[src/rtl/cmplx_combine.sv]
// -----------------------------------------------------------------------------
// cmplx_combine
// Final stage of the complex-multiply path. It takes the four real partial
// products of (a+jb)*(c+jd) in the order ac, bd, ad, bc. It forms
// re = ac - bd and im = ad + bc, and presents the pair over a valid/ready
// handshake. A framing violation raises a one-cycle frame_err pulse.
//
// Ports
//   clk         rising-edge clock
//   rst         asynchronous, active-high reset
//   prod        signed partial product (W bits)
//   prod_valid  prod is valid this cycle
//   prod_first  prod is the ac term, i.e. the start of a frame
//   prod_ready  block accepts prod this cycle (combinational)
//   re          signed real part, ac - bd (OW bits, registered)
//   im          signed imaginary part, ad + bc (OW bits, registered)
//   out_valid   re/im hold a result that has not been consumed yet
//   out_ready   consumer takes re/im when out_valid & out_ready
//   frame_err   one-cycle pulse on a framing violation (registered)
// -----------------------------------------------------------------------------
module cmplx_combine #(
    parameter int unsigned W  = 8,
    parameter int unsigned OW = W + 1
) (
    input  logic                 clk,
    input  logic                 rst,
    input  logic signed [W-1:0]  prod,
    input  logic                 prod_valid,
    input  logic                 prod_first,
    output logic                 prod_ready,
    output logic signed [OW-1:0] re,
    output logic signed [OW-1:0] im,
    output logic                 out_valid,
    input  logic                 out_ready,
    output logic                 frame_err
);

    // Position of the next expected term within a frame.
    typedef enum logic [1:0] {
        EXP_AC = 2'd0,
        EXP_BD = 2'd1,
        EXP_AD = 2'd2,
        EXP_BC = 2'd3
    } state_t;

    state_t state_q, state_d;

    logic signed [W-1:0]  ac_q, ac_d;
    logic signed [W-1:0]  bd_q, bd_d;
    logic signed [W-1:0]  ad_q, ad_d;
    logic signed [OW-1:0] re_q, re_d;
    logic signed [OW-1:0] im_q, im_d;
    logic                 out_valid_q, out_valid_d;
    logic                 frame_err_q, frame_err_d;
    logic                 accept;

    // Only the bc term can stall. It waits while an unconsumed result
    // occupies the output register.
    assign prod_ready = !((state_q == EXP_BC) && out_valid_q && !out_ready);
    assign accept     = prod_valid && prod_ready;

    // State register.
    always_ff @(posedge clk or posedge rst) begin
        if (rst) begin
            state_q <= EXP_AC;
        end else begin
            state_q <= state_d;
        end
    end

    // Next-state logic. prod_first always restarts a frame, from any state.
    always_comb begin
        state_d = state_q;
        if (accept) begin
            if (prod_first) begin
                state_d = EXP_BD;
            end else begin
                unique case (state_q)
                    EXP_AC:  state_d = EXP_AC;  // orphan word is dropped
                    EXP_BD:  state_d = EXP_AD;
                    EXP_AD:  state_d = EXP_BC;
                    EXP_BC:  state_d = EXP_AC;
                    default: state_d = EXP_AC;
                endcase
            end
        end
    end

    // Datapath and output next-values.
    always_comb begin
        ac_d        = ac_q;
        bd_d        = bd_q;
        ad_d        = ad_q;
        re_d        = re_q;
        im_d        = im_q;
        frame_err_d = 1'b0;
        // A transfer empties the output register unless a new bc reloads it below.
        out_valid_d = out_valid_q && !out_ready;

        if (accept) begin
            if (prod_first) begin
                // A restart mid-frame discards the partials collected so far.
                frame_err_d = (state_q != EXP_AC);
                ac_d        = prod;
                bd_d        = '0;
                ad_d        = '0;
            end else begin
                unique case (state_q)
                    EXP_AC: frame_err_d = 1'b1;
                    EXP_BD: bd_d = prod;
                    EXP_AD: ad_d = prod;
                    EXP_BC: begin
                        // Sign-extend before the add/sub. OW = W+1 cannot overflow.
                        re_d        = OW'(ac_q) - OW'(bd_q);
                        im_d        = OW'(ad_q) + OW'(prod);
                        out_valid_d = 1'b1;
                    end
                    default: frame_err_d = 1'b0;
                endcase
            end
        end
    end

    // Datapath and output registers.
    always_ff @(posedge clk or posedge rst) begin
        if (rst) begin
            ac_q        <= '0;
            bd_q        <= '0;
            ad_q        <= '0;
            re_q        <= '0;
            im_q        <= '0;
            out_valid_q <= 1'b0;
            frame_err_q <= 1'b0;
        end else begin
            ac_q        <= ac_d;
            bd_q        <= bd_d;
            ad_q        <= ad_d;
            re_q        <= re_d;
            im_q        <= im_d;
            out_valid_q <= out_valid_d;
            frame_err_q <= frame_err_d;
        end
    end

    assign re        = re_q;
    assign im        = im_q;
    assign out_valid = out_valid_q;
    assign frame_err = frame_err_q;

endmodule

[config.mk]
export PLATFORM = sky130hd
export DESIGN_NAME = cmplx_combine
export DESIGN_NICKNAME = d
export VERILOG_FILES = /design/src/rtl/cmplx_combine.sv
export SDC_FILE = /design/constraint.sdc
export NUM_CORES = 1
export LEC_CHECK = 0
export CORE_ASPECT_RATIO = 0.6
export CORE_MARGIN = 3
export CORE_UTILIZATION = 30
export DETAILED_ROUTE_END_ITERATION = 7
export PLACE_DENSITY = 0.57
export SLEW_MARGIN = 20
export SYNTH_ARGS = -nofsm -noshare
export SYNTH_HDL_FRONTEND = slang
export SYNTH_SLANG_ARGS = --single-unit
[constraint.sdc]
create_clock -name clk -period 2.51 [get_ports clk]
set_clock_uncertainty 0.1 [all_clocks]
set_input_delay 0.251 -clock clk [delete_from_list [all_inputs] [get_ports clk]]
set_output_delay 0.251 -clock clk [all_outputs]
set_load 0.005 [all_outputs]
==> run summary <==
Worst-path clk slew: 0.06 ns
FFs w/ async S/R, synth: 100%
antenna viol nets, final: 0
clock buffer depth: 2
Lkg Pwr: 0.00139 µW
area delta synth->final: 24.9%
Tcrit/Tclk final: 84.5%
final setup violation count: 0
FF-to-FF path depth: 7
first-pass GRT wire length: 8560 µm
Top FF cell, synth: dfrtp_1
Worst Tran Pin Value: 0.580 ns
Yosys cell types: 42
Final min period: 2.12 ns
syn_area_per_cell: 11.1 µm²
Relative slew margins: 61.3%
flops & latches, synth: 46
DR vias/cell: 4.55
GPL Wtd Cong: 0.758
Crit Path Class: in2reg
fill cell count: 739
Max H-tree Level: 2
Antenna Cells: 0
post-cts hold buffer count: 0
CP Buf/Inv Count: 1
total power: 2580 µW
# port buffers: 33
sw power: 752 µW
Netlist Area Pre-Place: 0.00243 mm²
placed cells: 356
synth top area cells: dfrtp_1, ha_1, a22o_1, mux2_2, o21ai_0
EDFF count, synth: 0
Synth area leader: dfrtp_1
DR WL/cell: 13.5 µm
Post-CTS Resized: 0
crit-path cells: clkdlybuf4s50_1 -> ha_1 -> fa_1 -> a211oi_1 -> nor2_1 -> o311ai_0 -> a21oi_1 -> o21ai_1
fmax: 0.471 GHz
die footprint: 0.00927 mm²
post-synth top area share: 47.3%
unrepaired setup endpoints after global routing: no
clk sinks: 46
Iter 0 DRT Violations: 86
# DRC: 0
io pins: 34
Die W: 122 µm
status: finished, final reports clean
share of layout cells above drive strength 1: 13.5%
gr ovfl total: 0
Synthesized Nets: 254
Commonest cells post-synth: dfrtp_1, nand2_1, o21ai_0
Total Routing Usage GR: 12.3%
CP Capture Type: flop
vias in the first global route: 1,658
Flop pwr share: 40.6%
die height: 75.8 µm
VDD IR-drop max: 0.314 mV
nets: 294
Initial Util: 32.2%
Root Driver: clkbuf_16
final hold violation count: 0
Clock Power Share: 26.4%
Critical Path RT: 2.63 ns
core area: 0.00757 mm²
vias post-DR: 1,658
Worst path slowest cell: clkdlybuf4s50_1
number of max-cap violations: 0
Switching Share: 29.2%
row cnt: 24
register area share after synthesis: 47.3%
critical path depth in cells: 8
Max Slew Vio Count: 0
DR pass1 iterations: 4
CTS tree: built
Critical Path Start Type: input pin
final core occ: 40.2%
clk_lat worst skew: 0.29 ns
largest net degree at the start of global routing: 47
DP Wirelength: 3660 µm
Total Routed Length: 4930 µm
critical path arrival: 2.24 ns
Hold Path Class: in2async
initial antenna violation count: 0
most frequent cell after synthesis: dfrtp_1
Top Family by Delay on Critical Path: compound AO/OA/AOI/OAI gates
CTS Buf Count: 5
CP max FO: 3
YS warnings: 0
combinational power share: 33.0%
Power Dens Cells: 847 mW/mm²
internal power: 1820 µW
CP peak stage delay: 0.43 ns
Synth Instances: 219
final cell count without fillers: 364
setup bufs post-CTS: 0
Setup TNS: 0 ns
[per-stage QoR]
step                setup WS [ns]  hold WS (ns)  area (µm²)
CTS                         0.372         0.364        3040
floorplan                   0.545         0.247        2430
detailed placement         0.0787         0.371        2890
global route                0.237         0.389        3040
finish                      0.389         0.324        3040
global placement            0.119         0.361        2890
[layout make-up]
class | count | area (µm²) | area share [%]
clock buffer | 6 | 139 | 4.57
clock inverter | 2 | 12.5 | 0.412
inverter | 15 | 56.3 | 1.85
multi-input combinational | 153 | 1180 | 38.9
sequential | 46 | 1150 | 37.9
tap | 104 | 130 | 4.28
timing repair buffer | 38 | 368 | 12.1
[layout by cell type, fill, tap and decap left out, types with 6 or more instances in the layout]
cell              n
mux2_2           10
xor2_1            7
ha_1             20
clkdlybuf4s50_1  33
a21oi_1           6
nand2_1          23
a22o_1           15
dfrtp_1          46
inv_1            14
o21ai_0          21
[worst register-to-register path: stages, from the launching register on]
cell and delay (ns):
dfrtp_1 0.39, ha_1 0.23, fa_1 0.42, a211oi_1 0.22, nor2_1 0.10, o311ai_0 0.34, a21oi_1 0.11, o21ai_1 0.12
[state kept, by name, summed over array words and instances (netlist names)]
signal / cells
ad_q: 8
state_q: 2
out_valid: 1
re: 9
frame_err: 1
im: 9
ac_q: 8
bd_q: 8
[worst paths after layout]
kind                         start    end  slack (ns)
max                        prod[0]  im[8]        0.39
min                            rst  re[1]        0.32
max reg2reg                ad_q[0]  im[8]        0.40
min reg2reg                  re[8]  re[8]        0.38
max in group asynchronous      rst  im[8]        1.59
min in group clk             re[8]  re[8]        0.38
[layer usage]
| metal | part of all wire [%] | GRT usage [%] |
|---|---|---|
| met3 | 5.1 | 4.82 |
| met2 | 37 | 16.7 |
| met5 | 0 | 0 |
| met4 | 1.2 | 2.61 |
| met1 | 56 | 18.2 |
[kinds of logic (layout without fill, tap and decap cells)]
group | after synthesis | in the layout | share of synthesized area (%)
adder cells (fa/ha/maj) | 22 | 22 | 11.9
buffers and inverters | 20 | 61 | 4.11
flip-flops | 46 | 46 | 47.3
XOR/XNOR | 9 | 9 | 3.24
multiplexers | 10 | 10 | 4.62
AND/OR/NAND/NOR | 45 | 45 | 9.82
AO/OA/AOI/OAI | 67 | 67 | 19.0
[power by group through the flow]
stage	combinational (µW)	clock (µW)	sequential [µW]
detailed placement	858	0	1060
global route	965	745	1080
finish	849	681	1040
floorplan	444	0	1050
CTS	864	703	1050
global placement	850	0	1060
Note: power is estimated with default switching activity, not from simulation.
